[src/rtl/axi_pkg.sv]
// Shared encodings and helpers for the AXI4 to AXI4-Lite burst splitter.
// Burst/resp codes, FSM state set and response merging.
package axi_pkg;

    typedef enum logic [1:0] {
        BURST_FIXED = 2'd0,
        BURST_INCR  = 2'd1,
        BURST_WRAP  = 2'd2,
        BURST_RSVD  = 2'd3
    } burst_e;

    typedef enum logic [1:0] {
        RESP_OKAY   = 2'd0,
        RESP_EXOKAY = 2'd1,
        RESP_SLVERR = 2'd2,
        RESP_DECERR = 2'd3
    } resp_e;

    typedef enum logic [2:0] {
        IDLE,
        RD_ADDR,
        RD_DATA,
        RD_OUT,
        WR_DATA_IN,
        WR_ISSUE,
        WR_RESP,
        WR_OUT
    } state_e;

    // Worst-of merge: the numerically larger code is the more severe one.
    function automatic logic [1:0] max_resp(
        input logic [1:0] a,
        input logic [1:0] b
    );
        return (a > b) ? a : b;
    endfunction

endpackage

[src/rtl/axi4_lite_splitter_if.sv]
// Bus bundles for the splitter: full AXI4 on the crossbar side and
// AXI4-Lite on the peripheral side, each with master/slave views.
interface axi4_full_if #(
    parameter int ID_WIDTH   = 4,
    parameter int ADDR_WIDTH = 13,
    parameter int DATA_WIDTH = 32
);
    localparam int STRB_WIDTH = DATA_WIDTH / 8;

    logic                  aw_valid;
    logic                  aw_ready;
    logic [ID_WIDTH-1:0]   aw_id;
    logic [ADDR_WIDTH-1:0] aw_addr;
    logic [7:0]            aw_len;
    logic [2:0]            aw_size;
    logic [1:0]            aw_burst;

    logic                  w_valid;
    logic                  w_ready;
    logic [DATA_WIDTH-1:0] w_data;
    logic [STRB_WIDTH-1:0] w_strb;
    logic                  w_last;

    logic                  b_valid;
    logic                  b_ready;
    logic [ID_WIDTH-1:0]   b_id;
    logic [1:0]            b_resp;

    logic                  ar_valid;
    logic                  ar_ready;
    logic [ID_WIDTH-1:0]   ar_id;
    logic [ADDR_WIDTH-1:0] ar_addr;
    logic [7:0]            ar_len;
    logic [2:0]            ar_size;
    logic [1:0]            ar_burst;

    logic                  r_valid;
    logic                  r_ready;
    logic [ID_WIDTH-1:0]   r_id;
    logic [DATA_WIDTH-1:0] r_data;
    logic [1:0]            r_resp;
    logic                  r_last;

    modport master (
        output aw_valid, aw_id, aw_addr, aw_len, aw_size, aw_burst,
        input  aw_ready,
        output w_valid, w_data, w_strb, w_last,
        input  w_ready,
        input  b_valid, b_id, b_resp,
        output b_ready,
        output ar_valid, ar_id, ar_addr, ar_len, ar_size, ar_burst,
        input  ar_ready,
        input  r_valid, r_id, r_data, r_resp, r_last,
        output r_ready
    );

    modport slave (
        input  aw_valid, aw_id, aw_addr, aw_len, aw_size, aw_burst,
        output aw_ready,
        input  w_valid, w_data, w_strb, w_last,
        output w_ready,
        output b_valid, b_id, b_resp,
        input  b_ready,
        input  ar_valid, ar_id, ar_addr, ar_len, ar_size, ar_burst,
        output ar_ready,
        output r_valid, r_id, r_data, r_resp, r_last,
        input  r_ready
    );
endinterface

interface axi_lite_if #(
    parameter int ADDR_WIDTH = 13,
    parameter int DATA_WIDTH = 32
);
    localparam int STRB_WIDTH = DATA_WIDTH / 8;

    logic                  aw_valid;
    logic                  aw_ready;
    logic [ADDR_WIDTH-1:0] aw_addr;

    logic                  w_valid;
    logic                  w_ready;
    logic [DATA_WIDTH-1:0] w_data;
    logic [STRB_WIDTH-1:0] w_strb;

    logic                  b_valid;
    logic                  b_ready;
    logic [1:0]            b_resp;

    logic                  ar_valid;
    logic                  ar_ready;
    logic [ADDR_WIDTH-1:0] ar_addr;

    logic                  r_valid;
    logic                  r_ready;
    logic [DATA_WIDTH-1:0] r_data;
    logic [1:0]            r_resp;

    modport master (
        output aw_valid, aw_addr,
        input  aw_ready,
        output w_valid, w_data, w_strb,
        input  w_ready,
        input  b_valid, b_resp,
        output b_ready,
        output ar_valid, ar_addr,
        input  ar_ready,
        input  r_valid, r_data, r_resp,
        output r_ready
    );

    modport slave (
        input  aw_valid, aw_addr,
        output aw_ready,
        input  w_valid, w_data, w_strb,
        output w_ready,
        output b_valid, b_resp,
        input  b_ready,
        input  ar_valid, ar_addr,
        output ar_ready,
        output r_valid, r_data, r_resp,
        input  r_ready
    );
endinterface

[src/rtl/axi_burst_addr_gen.sv]
// Combinational next-beat address for FIXED, INCR and WRAP bursts.
// Reserved burst encoding falls back to INCR behaviour.
module axi_burst_addr_gen
    import axi_pkg::*;
#(
    parameter int ADDR_WIDTH = 13
) (
    input  logic [ADDR_WIDTH-1:0] addr,
    input  logic [2:0]            size,
    input  logic [7:0]            len,
    input  logic [1:0]            burst,
    output logic [ADDR_WIDTH-1:0] next_addr
);
    // Wide enough that (len+1) << size never overflows.
    localparam int W = ADDR_WIDTH + 16;

    logic [W-1:0] wide_addr;
    logic [W-1:0] step;
    logic [W-1:0] wrap_bytes;
    logic [W-1:0] mask;
    logic [W-1:0] incr;
    logic [W-1:0] base;

    always_comb begin
        wide_addr  = W'(addr);
        step       = W'(1) << size;
        wrap_bytes = W'({1'b0, len} + 9'd1) << size;
        mask       = wrap_bytes - W'(1);
        incr       = wide_addr + step;
        base       = wide_addr & ~mask;
        next_addr  = addr;
        unique case (burst_e'(burst))
            BURST_FIXED: next_addr = addr;
            BURST_WRAP:  next_addr = ADDR_WIDTH'(base | (incr & mask));
            default:     next_addr = ADDR_WIDTH'(incr);
        endcase
    end

endmodule

[src/rtl/axi4_lite_splitter.sv]
// Unrolls AXI4 bursts into single-beat AXI4-Lite accesses, one transaction
// at a time, with round-robin arbitration between reads and writes.
module axi4_lite_splitter
    import axi_pkg::*;
#(
    parameter int ID_WIDTH   = 4,
    parameter int ADDR_WIDTH = 13,
    parameter int DATA_WIDTH = 32
) (
    input  logic       clock,
    input  logic       reset,
    axi4_full_if.slave s,
    axi_lite_if.master m
);
    localparam int STRB_WIDTH = DATA_WIDTH / 8;

    state_e state_q;
    state_e state_d;

    logic                  last_wr_q;
    logic                  aw_rdy_q;
    logic                  ar_rdy_q;
    logic [ID_WIDTH-1:0]   id_q;
    logic [ADDR_WIDTH-1:0] addr_q;
    logic [7:0]            len_q;
    logic [2:0]            size_q;
    logic [1:0]            burst_q;
    logic [7:0]            beat_q;
    logic [1:0]            err_q;
    logic [DATA_WIDTH-1:0] rdata_q;
    logic [1:0]            rresp_q;
    logic                  rlast_q;
    logic [DATA_WIDTH-1:0] wdata_q;
    logic [STRB_WIDTH-1:0] wstrb_q;
    logic                  aw_done_q;
    logic                  w_done_q;

    logic                  ar_hs;
    logic                  aw_hs;
    logic                  is_last;
    logic [ADDR_WIDTH-1:0] next_addr;

    assign ar_hs   = s.ar_valid && ar_rdy_q;
    assign aw_hs   = s.aw_valid && aw_rdy_q;
    assign is_last = (beat_q == len_q);

    axi_burst_addr_gen #(
        .ADDR_WIDTH(ADDR_WIDTH)
    ) u_addr_gen (
        .addr     (addr_q),
        .size     (size_q),
        .len      (len_q),
        .burst    (burst_q),
        .next_addr(next_addr)
    );

    // Every output is a register or a pure decode of registered state.
    assign s.aw_ready = aw_rdy_q;
    assign s.ar_ready = ar_rdy_q;
    assign s.w_ready  = (state_q == WR_DATA_IN);
    assign s.b_valid  = (state_q == WR_OUT);
    assign s.b_id     = id_q;
    assign s.b_resp   = err_q;
    assign s.r_valid  = (state_q == RD_OUT);
    assign s.r_id     = id_q;
    assign s.r_data   = rdata_q;
    assign s.r_resp   = rresp_q;
    assign s.r_last   = rlast_q;

    assign m.ar_valid = (state_q == RD_ADDR);
    assign m.ar_addr  = addr_q;
    assign m.r_ready  = (state_q == RD_DATA);
    assign m.aw_valid = (state_q == WR_ISSUE) && !aw_done_q;
    assign m.aw_addr  = addr_q;
    assign m.w_valid  = (state_q == WR_ISSUE) && !w_done_q;
    assign m.w_data   = wdata_q;
    assign m.w_strb   = wstrb_q;
    assign m.b_ready  = (state_q == WR_RESP);

    always_ff @(posedge clock or posedge reset) begin
        if (reset) state_q <= IDLE;
        else       state_q <= state_d;
    end

    always_comb begin
        state_d = state_q;
        unique case (state_q)
            IDLE: begin
                if (ar_hs)      state_d = RD_ADDR;
                else if (aw_hs) state_d = WR_DATA_IN;
            end
            RD_ADDR:
                if (m.ar_ready) state_d = RD_DATA;
            RD_DATA:
                if (m.r_valid) state_d = RD_OUT;
            RD_OUT:
                if (s.r_ready) state_d = is_last ? IDLE : RD_ADDR;
            WR_DATA_IN:
                if (s.w_valid) state_d = WR_ISSUE;
            WR_ISSUE:
                if (aw_done_q && w_done_q) state_d = WR_RESP;
            WR_RESP:
                if (m.b_valid) state_d = is_last ? WR_OUT : WR_DATA_IN;
            WR_OUT:
                if (s.b_ready) state_d = IDLE;
            default: state_d = IDLE;
        endcase
    end

    always_ff @(posedge clock or posedge reset) begin
        if (reset) begin
            last_wr_q <= 1'b1;
            aw_rdy_q  <= 1'b0;
            ar_rdy_q  <= 1'b0;
            id_q      <= '0;
            addr_q    <= '0;
            len_q     <= '0;
            size_q    <= '0;
            burst_q   <= '0;
            beat_q    <= '0;
            err_q     <= RESP_OKAY;
            rdata_q   <= '0;
            rresp_q   <= RESP_OKAY;
            rlast_q   <= 1'b0;
            wdata_q   <= '0;
            wstrb_q   <= '0;
            aw_done_q <= 1'b0;
            w_done_q  <= 1'b0;
        end else begin
            // Grant is registered: a ready rises the cycle after valid is seen.
            if (state_q == IDLE && !aw_rdy_q && !ar_rdy_q) begin
                if (s.ar_valid && (!s.aw_valid || last_wr_q))
                    ar_rdy_q <= 1'b1;
                else if (s.aw_valid)
                    aw_rdy_q <= 1'b1;
            end
            if (ar_hs) begin
                ar_rdy_q  <= 1'b0;
                last_wr_q <= 1'b0;
                id_q      <= s.ar_id;
                addr_q    <= s.ar_addr;
                len_q     <= s.ar_len;
                size_q    <= s.ar_size;
                burst_q   <= s.ar_burst;
                beat_q    <= '0;
                err_q     <= RESP_OKAY;
            end
            if (aw_hs) begin
                aw_rdy_q  <= 1'b0;
                last_wr_q <= 1'b1;
                id_q      <= s.aw_id;
                addr_q    <= s.aw_addr;
                len_q     <= s.aw_len;
                size_q    <= s.aw_size;
                burst_q   <= s.aw_burst;
                beat_q    <= '0;
                err_q     <= RESP_OKAY;
            end

            if (state_q == RD_DATA && m.r_valid) begin
                rdata_q <= m.r_data;
                rresp_q <= m.r_resp;
                rlast_q <= is_last;
            end
            if (state_q == RD_OUT && s.r_ready && !is_last) begin
                addr_q <= next_addr;
                beat_q <= beat_q + 8'd1;
            end

            if (state_q == WR_DATA_IN && s.w_valid) begin
                wdata_q   <= s.w_data;
                wstrb_q   <= s.w_strb;
                aw_done_q <= 1'b0;
                w_done_q  <= 1'b0;
                // Beat count stays authoritative; a bad w_last only flags.
                if (s.w_last != is_last)
                    err_q <= max_resp(err_q, RESP_SLVERR);
            end
            if (state_q == WR_ISSUE) begin
                if (m.aw_valid && m.aw_ready) aw_done_q <= 1'b1;
                if (m.w_valid && m.w_ready)   w_done_q  <= 1'b1;
            end
            if (state_q == WR_RESP && m.b_valid) begin
                err_q <= max_resp(err_q, m.b_resp);
                if (!is_last) begin
                    addr_q <= next_addr;
                    beat_q <= beat_q + 8'd1;
                end
            end
        end
    end

endmodule

[src/flat_wrapper.sv]
// flat-port wrapper written by rule: the top's interface ports become plain ports
module axi4_lite_splitter_flat import axi_pkg::*;
#(
    parameter int ID_WIDTH   = 4,
    parameter int ADDR_WIDTH = 13,
    parameter int DATA_WIDTH = 32
)
  (clock, reset, s_aw_valid, s_aw_id, s_aw_addr, s_aw_len, s_aw_size, s_aw_burst, s_aw_ready, s_w_valid, s_w_data, s_w_strb, s_w_last, s_w_ready, s_b_valid, s_b_id, s_b_resp, s_b_ready, s_ar_valid, s_ar_id, s_ar_addr, s_ar_len, s_ar_size, s_ar_burst, s_ar_ready, s_r_valid, s_r_id, s_r_data, s_r_resp, s_r_last, s_r_ready, m_aw_valid, m_aw_addr, m_aw_ready, m_w_valid, m_w_data, m_w_strb, m_w_ready, m_b_valid, m_b_resp, m_b_ready, m_ar_valid, m_ar_addr, m_ar_ready, m_r_valid, m_r_data, m_r_resp, m_r_ready);
  axi4_full_if #(.ID_WIDTH(ID_WIDTH), .ADDR_WIDTH(ADDR_WIDTH), .DATA_WIDTH(DATA_WIDTH)) s_i ();
  axi_lite_if #(.ADDR_WIDTH(ADDR_WIDTH), .DATA_WIDTH(DATA_WIDTH)) m_i ();
  input  logic clock;
  input  logic reset;
  input wire logic [$bits(s_i.aw_valid)-1:0] s_aw_valid;
  input wire logic [$bits(s_i.aw_id)-1:0] s_aw_id;
  input wire logic [$bits(s_i.aw_addr)-1:0] s_aw_addr;
  input wire logic [$bits(s_i.aw_len)-1:0] s_aw_len;
  input wire logic [$bits(s_i.aw_size)-1:0] s_aw_size;
  input wire logic [$bits(s_i.aw_burst)-1:0] s_aw_burst;
  output wire logic [$bits(s_i.aw_ready)-1:0] s_aw_ready;
  input wire logic [$bits(s_i.w_valid)-1:0] s_w_valid;
  input wire logic [$bits(s_i.w_data)-1:0] s_w_data;
  input wire logic [$bits(s_i.w_strb)-1:0] s_w_strb;
  input wire logic [$bits(s_i.w_last)-1:0] s_w_last;
  output wire logic [$bits(s_i.w_ready)-1:0] s_w_ready;
  output wire logic [$bits(s_i.b_valid)-1:0] s_b_valid;
  output wire logic [$bits(s_i.b_id)-1:0] s_b_id;
  output wire logic [$bits(s_i.b_resp)-1:0] s_b_resp;
  input wire logic [$bits(s_i.b_ready)-1:0] s_b_ready;
  input wire logic [$bits(s_i.ar_valid)-1:0] s_ar_valid;
  input wire logic [$bits(s_i.ar_id)-1:0] s_ar_id;
  input wire logic [$bits(s_i.ar_addr)-1:0] s_ar_addr;
  input wire logic [$bits(s_i.ar_len)-1:0] s_ar_len;
  input wire logic [$bits(s_i.ar_size)-1:0] s_ar_size;
  input wire logic [$bits(s_i.ar_burst)-1:0] s_ar_burst;
  output wire logic [$bits(s_i.ar_ready)-1:0] s_ar_ready;
  output wire logic [$bits(s_i.r_valid)-1:0] s_r_valid;
  output wire logic [$bits(s_i.r_id)-1:0] s_r_id;
  output wire logic [$bits(s_i.r_data)-1:0] s_r_data;
  output wire logic [$bits(s_i.r_resp)-1:0] s_r_resp;
  output wire logic [$bits(s_i.r_last)-1:0] s_r_last;
  input wire logic [$bits(s_i.r_ready)-1:0] s_r_ready;
  output wire logic [$bits(m_i.aw_valid)-1:0] m_aw_valid;
  output wire logic [$bits(m_i.aw_addr)-1:0] m_aw_addr;
  input wire logic [$bits(m_i.aw_ready)-1:0] m_aw_ready;
  output wire logic [$bits(m_i.w_valid)-1:0] m_w_valid;
  output wire logic [$bits(m_i.w_data)-1:0] m_w_data;
  output wire logic [$bits(m_i.w_strb)-1:0] m_w_strb;
  input wire logic [$bits(m_i.w_ready)-1:0] m_w_ready;
  input wire logic [$bits(m_i.b_valid)-1:0] m_b_valid;
  input wire logic [$bits(m_i.b_resp)-1:0] m_b_resp;
  output wire logic [$bits(m_i.b_ready)-1:0] m_b_ready;
  output wire logic [$bits(m_i.ar_valid)-1:0] m_ar_valid;
  output wire logic [$bits(m_i.ar_addr)-1:0] m_ar_addr;
  input wire logic [$bits(m_i.ar_ready)-1:0] m_ar_ready;
  input wire logic [$bits(m_i.r_valid)-1:0] m_r_valid;
  input wire logic [$bits(m_i.r_data)-1:0] m_r_data;
  input wire logic [$bits(m_i.r_resp)-1:0] m_r_resp;
  output wire logic [$bits(m_i.r_ready)-1:0] m_r_ready;
  assign s_i.aw_valid = s_aw_valid;
  assign s_i.aw_id = s_aw_id;
  assign s_i.aw_addr = s_aw_addr;
  assign s_i.aw_len = s_aw_len;
  assign s_i.aw_size = s_aw_size;
  assign s_i.aw_burst = s_aw_burst;
  assign s_aw_ready = s_i.aw_ready;
  assign s_i.w_valid = s_w_valid;
  assign s_i.w_data = s_w_data;
  assign s_i.w_strb = s_w_strb;
  assign s_i.w_last = s_w_last;
  assign s_w_ready = s_i.w_ready;
  assign s_b_valid = s_i.b_valid;
  assign s_b_id = s_i.b_id;
  assign s_b_resp = s_i.b_resp;
  assign s_i.b_ready = s_b_ready;
  assign s_i.ar_valid = s_ar_valid;
  assign s_i.ar_id = s_ar_id;
  assign s_i.ar_addr = s_ar_addr;
  assign s_i.ar_len = s_ar_len;
  assign s_i.ar_size = s_ar_size;
  assign s_i.ar_burst = s_ar_burst;
  assign s_ar_ready = s_i.ar_ready;
  assign s_r_valid = s_i.r_valid;
  assign s_r_id = s_i.r_id;
  assign s_r_data = s_i.r_data;
  assign s_r_resp = s_i.r_resp;
  assign s_r_last = s_i.r_last;
  assign s_i.r_ready = s_r_ready;
  assign m_aw_valid = m_i.aw_valid;
  assign m_aw_addr = m_i.aw_addr;
  assign m_i.aw_ready = m_aw_ready;
  assign m_w_valid = m_i.w_valid;
  assign m_w_data = m_i.w_data;
  assign m_w_strb = m_i.w_strb;
  assign m_i.w_ready = m_w_ready;
  assign m_i.b_valid = m_b_valid;
  assign m_i.b_resp = m_b_resp;
  assign m_b_ready = m_i.b_ready;
  assign m_ar_valid = m_i.ar_valid;
  assign m_ar_addr = m_i.ar_addr;
  assign m_i.ar_ready = m_ar_ready;
  assign m_i.r_valid = m_r_valid;
  assign m_i.r_data = m_r_data;
  assign m_i.r_resp = m_r_resp;
  assign m_r_ready = m_i.r_ready;
  axi4_lite_splitter #(.ID_WIDTH(ID_WIDTH), .ADDR_WIDTH(ADDR_WIDTH), .DATA_WIDTH(DATA_WIDTH)) u_core (.clock(clock), .reset(reset), .s(s_i), .m(m_i));
endmodule
[config.mk]
export PLATFORM = sky130hd
export DESIGN_NAME = axi4_lite_splitter_flat
export DESIGN_NICKNAME = d
export VERILOG_FILES = /design/src/rtl/axi_pkg.sv /design/src/rtl/axi4_lite_splitter_if.sv /design/src/rtl/axi_burst_addr_gen.sv /design/src/rtl/axi4_lite_splitter.sv /design/src/flat_wrapper.sv
export SDC_FILE = /design/constraint.sdc
export NUM_CORES = 1
export LEC_CHECK = 0
export ABC_CLOCK_PERIOD_IN_PS = 4870
export BUFFER_PORTS_ARGS = -buffer_cell sky130_fd_sc_hd__buf_2
export CAP_MARGIN = 5
export CELL_PAD_IN_SITES_DETAIL_PLACEMENT = 0
export CELL_PAD_IN_SITES_GLOBAL_PLACEMENT = 1
export CORE_MARGIN = 2
export CORE_UTILIZATION = 38
export CTS_BUF_LIST = sky130_fd_sc_hd__clkbuf_16
export DETAILED_ROUTE_END_ITERATION = 16
export PLACE_DENSITY_LB_ADDON = 0.1
export SLEW_MARGIN = 20
export SYNTH_ARGS = -nofsm -noshare
export SYNTH_HDL_FRONTEND = slang
export SYNTH_SLANG_ARGS = --single-unit
[constraint.sdc]
create_clock -name clock -period 4.87 [get_ports clock]
set_input_delay 0.7305 -clock clock [delete_from_list [all_inputs] [get_ports clock]]
set_output_delay 0.7305 -clock clock [all_outputs]
set_load 0.005 [all_outputs]
; ---- Word level (Yosys, flattened, before mapping)
; Cells that the tools add are included.
[op_classes]
n_reduce_logical = 33
bitwise_logic = 4
magnitude_cmp = 2
n_mul = 0
shifts = 2
n_addsub = 4
mux = 53
div_mod_pow = 0
n_eq_ne = 21
[op_table]
columns = operator, count
row1 = 13-bit two-way mux, 5
row2 = 8-bit two-way mux, 7
row3 = 3-bit two-way mux, 11
row4 = 13-bit bitwise AND, 2
row5 = 13-bit one-hot mux with 2 select lines, 1
row6 = 3-bit one-hot mux with 8 select lines, 1
row7 = 2-bit two-way mux, 10
row8 = 1-bit two-way mux, 16
row9 = 1-bit logical AND, 15
row10 = 13-bit adder, 1
row11 = 13-bit inverter, 1
row12 = 13-bit bitwise OR, 1
row13 = 1-bit by 3-bit << shifter with 13-bit output (first input constant), 1
row14 = 9-bit by 3-bit << shifter with 13-bit output, 1
row15 = 13-bit by 1-bit subtractor with 13-bit output (second input constant), 1
row16 = 3-bit == test (second input constant), 4
row17 = 2-bit != test (second input constant), 5
row18 = 2-bit nonzero test, 5
row19 = 8-bit by 1-bit adder with 9-bit output (second input constant), 1
row20 = 8-bit by 1-bit adder with 8-bit output (second input constant), 1
row21 = 8-bit == test, 1
row22 = 4-bit two-way mux, 2
row23 = 2-bit by 1-bit != test with 1-bit output (second input constant), 4
row24 = 8-bit AND reduction, 1
row25 = other kinds (14), 21
[word_totals]
in_bits = 145
out_inout_bits = 117
mem_bits_rw = 0
ff_bits = 119
rom_bits = 0
mem_count = 0
latch_bits = 0

; ---- Depth between registers and ports, before layout
[logic_depth]
depth_word = 10
ltp_mapped = 17
ltp_nobuf = 13

; ---- By module
; A second synthesis with hierarchy kept.
[unflattened]
cells_unflattened = 837
hier_area_um2 = 7452.1
[modules_own_cells]
columns = mod, n_inst, seq_area_each_um2, cells_each, area_each_um2
row1 = axi4_lite_splitter, 1, 2979.1, 574, 5607.9
row2 = axi_burst_addr_gen, 1, 0.0, 263, 1844.3

; ---- Worst setup path after synthesis
; No wires, ideal clock.
[synth_path]
path_type = reg2reg
startpoint = register u_core.size_q[1]
endpoint = register u_core.addr_q[8] (netlist: u_core.m.ar_addr[8])
setup_slack_ns = 1.656
n_path_buf = 4
t_required_ns = 4.794
t_arrival_ns = 3.138
setup_time_ns = 0.076
path_stages_with_launch = 18
path_cell_list = dfrtp_1 buf_6 buf_6 buf_4 clkbuf_1 nor3_1 ha_1 inv_1 fa_1 nor2b_1 o21ai_0 a21o_1 a21oi_1 nand2_1 nor4bb_1 a221oi_1 xor2_1 o21ai_1
[synth_between]
elab_chain_cells = 9
[synth_rtl]
columns = item, line
row1 = "start, declared", axi4_lite_splitter.sv:26  ; logic [2:0] size_q;
row2 = "start signal, assigned", axi4_lite_splitter.sv:143  ; size_q <= s.ar_size;
row3 = "start signal, assigned", axi4_lite_splitter.sv:154  ; size_q <= s.aw_size;
row4 = 9-bit by 3-bit << shifter with 13-bit output, axi_burst_addr_gen.sv:27  ; wrap_bytes = W'({1'b0, len} + 9'd1) << size;
row5 = 13-bit by 1-bit subtractor with 13-bit output, axi_burst_addr_gen.sv:28  ; mask = wrap_bytes - W'(1);
row6 = 13-bit inverter, axi_burst_addr_gen.sv:30  ; base = wide_addr & ~mask;
row7 = 13-bit bitwise AND, axi_burst_addr_gen.sv:30
row8 = 13-bit bitwise OR, axi_burst_addr_gen.sv:34  ; BURST_WRAP: next_addr = ADDR_WIDTH'(base | (incr & mask));
row9 = 13-bit one-hot mux with 2 select lines *, axi_burst_addr_gen.sv:32  ; unique case (burst_e'(burst))
row10 = 13-bit two-way mux, axi4_lite_splitter.sv:165  ; if (state_q == RD_OUT && s.r_ready && !is_last) begin
row11 = 13-bit two-way mux, axi4_lite_splitter.sv:185  ; if (!is_last) begin
row12 = 13-bit two-way mux *, axi4_lite_splitter.sv:183  ; if (state_q == WR_RESP && m.b_valid) begin
row13 = "end signal, assigned", axi4_lite_splitter.sv:152  ; addr_q <= s.aw_addr;
row14 = "end signal, assigned", axi4_lite_splitter.sv:166  ; addr_q <= next_addr;
row15 = "end signal, assigned", axi4_lite_splitter.sv:186  ; addr_q <= next_addr;
row16 = "end, declared", axi4_lite_splitter.sv:24  ; logic [ADDR_WIDTH-1:0] addr_q;
; Every way passes the cells marked *; elsewhere a longest branch is shown, timed or not.
; A chain may end at the register's enable or synchronous reset.

; ---- Worst setup path in the final report
[layout_path]
startpoint = register u_core.size_q[0]
endpoint = register u_core.addr_q[9] (netlist: u_core.m.ar_addr[9])
; Same word-level chain as after synthesis.

==> flow_summary.ini <==
[outcome]
status = finished, final reports clean

[power]
vdd_drop_max_v = 0.0003947
power_mw = 6.296
power.density_mw_per_mm2 = 680.6
power.leakage_nw = 4.541

[worst_setup_path]
criticalPathCategory = reg -> reg
worstPathBufferInverterCount = 1
slowest_stage = dfrtp_1
startpoint_type = register
critical_path.max_stage_delay_ns = 0.96
path_depth = 12
crit_family = compound AO/OA/AOI/OAI gates
crit_required_ns = 5.16
worstPathMaxFanout = 32
cp-end-kind = register
path_cells = inv_2, nand2_1, nor2_1, ha_1, o21ai_0, o21bai_1, and3_1, o31ai_1, a2111oi_0, a211oi_1, xor2_1, o21ai_1
reg2reg_depth = 12
arrival_ns = 3.94

[clocking]
cts_tree = built
cts-root-buf = clkbuf_16
post_cts_buffers = 0
cts_resized = 0
numCtsBuffers = 17
insertion_delay_ns = 0.43
clkSinkCount = 119
holdBufCountCts = 0
clk_path_buf_depth = 2
cts.reportedPaths.clkPinSlew_ns = 0.06
htreeDepth = 4

[global_route]
track_usage_pct = 21.87
grt_overflow = 0
grt_pass1_wl_um = 34770
grt_max_degree = 59
grt_pass1_vias = 6570
antenna_found_initial = 0

[timing]
final.setup.tns_ns = 0
worst_slew_pin_slew_ns = 0.9927
layout_setup_ws_ns = 1.221
fin_skew_ns = 0.01203
timing.hold.ws_ns = 0.4444
relSlewSlack_pct = 33.59
fin_crit_sh_pct = 74.94
hold_viol = 0
finalMaxSlewViolations = 0
setup_viol = 0
rsz0062_at_grt = false
min_period_ns = 3.649
fmax_mhz = 274.0

[synth]
ys_ff_latch = 119
netlist_top_cells_area = dfrtp_1, mux2_2, mux2i_1
syn_nets = 912
async_flop_share_pct = 100.0
synthFlopType = dfrtp_1
synth_edf_count = 0
syn_avg_cell_area_sq_um = 9.727
yosysTopAreaCellShare_pct = 40.31
synth_area_sq_mm = 0.007325
ys_seq_area_share_pct = 40.67
synthCells = 753
synth_area_leader_cell = dfrtp_1
synth_cell_types = 80
synth_warnings = 0

[placed_design]
dp_hpwl_um = 16130
place_congestion = 0.8353
numPortBuffers = 261
placed_area_sq_mm = 0.008648
pre_cts_ws_ns = 1.247

[floorplan]
pin_count = 262
die_h_um = 142.8
dieArea_sq_mm = 0.02040
initial_core_util_pct = 38.90
core_sq_mm = 0.01883
die_w_um = 142.8
num_rows = 50

[routing]
viasPerCell = 5.187
drt_wl_total_um = 21750
vias = 6468
ant_nets = 0
drtIter0Drc = 311
drt_pre_antenna_iters = 5
drc = 0
wl_per_cell_um = 17.44

[cells_and_area]
final_common_cell = buf_2
final_cell_mix = buf_2, dfrtp_1, nand2_1
fin_nets = 1133
area_growth_pct = 26.31
multiInputGateArea_sq_mm = 0.003889
fillers = 1843
seq_area_sq_mm = 0.002979
drive_gt1_share_pct = 40.83
fin_area_sq_mm = 0.009251
diodes = 0

[hold_path]
hold_path_class = in -> async

[job]
max_cap_viol_count = 0
Yosys cell counts (10+ instances only):
| master | count |
|---|---|
| nand3_1 | 33 |
| buf_4 | 25 |
| nand2_1 | 79 |
| nor2_1 | 35 |
| ha_1 | 13 |
| mux2i_1 | 34 |
| xnor2_1 | 13 |
| and3_1 | 10 |
| inv_1 | 23 |
| o211ai_1 | 15 |
| nor3_1 | 16 |
| xor2_1 | 12 |
| clkbuf_1 | 27 |
| o21ai_0 | 49 |
| dfrtp_1 | 118 |
| mux2_2 | 75 |
| a21oi_1 | 32 |
worst paths after layout:
check / start / slack (ns) / endpoint
min in group clock: u_core.last_wr_q / 0.48 / u_core.last_wr_q
max in group asynchronous: reset / 3.50 / u_core.m.w_data[15]
max: u_core.size_q[0] / 1.22 / u_core.m.ar_addr[9]
max reg2reg: u_core.size_q[0] / 1.22 / u_core.m.ar_addr[9]
min reg2reg: u_core.last_wr_q / 0.48 / u_core.last_wr_q
min: reset / 0.44 / u_core.s.r_data[29]
state kept, by name, summed over array words and instances, names as in the netlist, 2 cells and up:
name and count:
u_core.beat_q 8, u_core.burst_q 2, u_core.len_q 8, u_core.m.ar_addr 13, u_core.m.w_data 32, u_core.m.w_strb 4, u_core.s.b_id 4, u_core.s.b_resp 2
u_core.s.r_data 32, u_core.s.r_resp 2, u_core.size_q 3, u_core.state_q 3
kinds of logic (layout without fill, tap and decap cells):
family / count (synthesis) / count (layout) / share of synthesized area [%]
AOI/OAI and AO/OA: 172 / 172 / 16.35
adders and majority gates: 14 / 14 / 2.494
buffers and inverters: 91 / 325 / 6.337
and+or+nand+nor: 222 / 222 / 14.78
xor gates and xnor gates: 25 / 25 / 2.989
DFF: 119 / 119 / 40.67
muxes: 110 / 110 / 16.38
layout make-up:
type,instances,area share (%)
clock buffers,17,4.598
inverters,25,1.041
repair buffers,268,14.69
multi-input cells,543,42.03
clock inverters,15,1.920
flip-flops and latches,119,32.20
well taps,260,3.516
report_power, final:
part	internal, mW	switching (mW)	leakage, nW
Combinational	1.46	1.53	2.76
Sequential	1.44	0.544	1.48
Clock	0.776	0.542	0.300
Total	3.68	2.62	4.54
routing by layer:
metal  track usage (%)  wire [um]
met5                 0          0
met4             6.410        329
met2             37.10      10940
met1             26.91       9189
met3             6.606       1292
worst reg2reg max path, stage by stage, from the launching register on:
cell and delay (ns):
dfrtp_1 0.96, inv_2 0.25, nand2_1 0.18, nor2_1 0.08, ha_1 0.33, o21ai_0 0.31
o21bai_1 0.16, and3_1 0.21, o31ai_1 0.40, a2111oi_0 0.14, a211oi_1 0.27, xor2_1 0.18
o21ai_1 0.07
stage by stage:
| step | utilization (%) | std cells |
|---|---|---|
| after floorplan | - | 753 |
| after global placement | 45.93 | 1215 |
| after detailed placement | 45.93 | 1215 |
| after CTS | 49.13 | 1247 |
| after global routing | 49.13 | 1247 |
| final | 49.13 | 1247 |
Power figures use the tool's default switching activity.
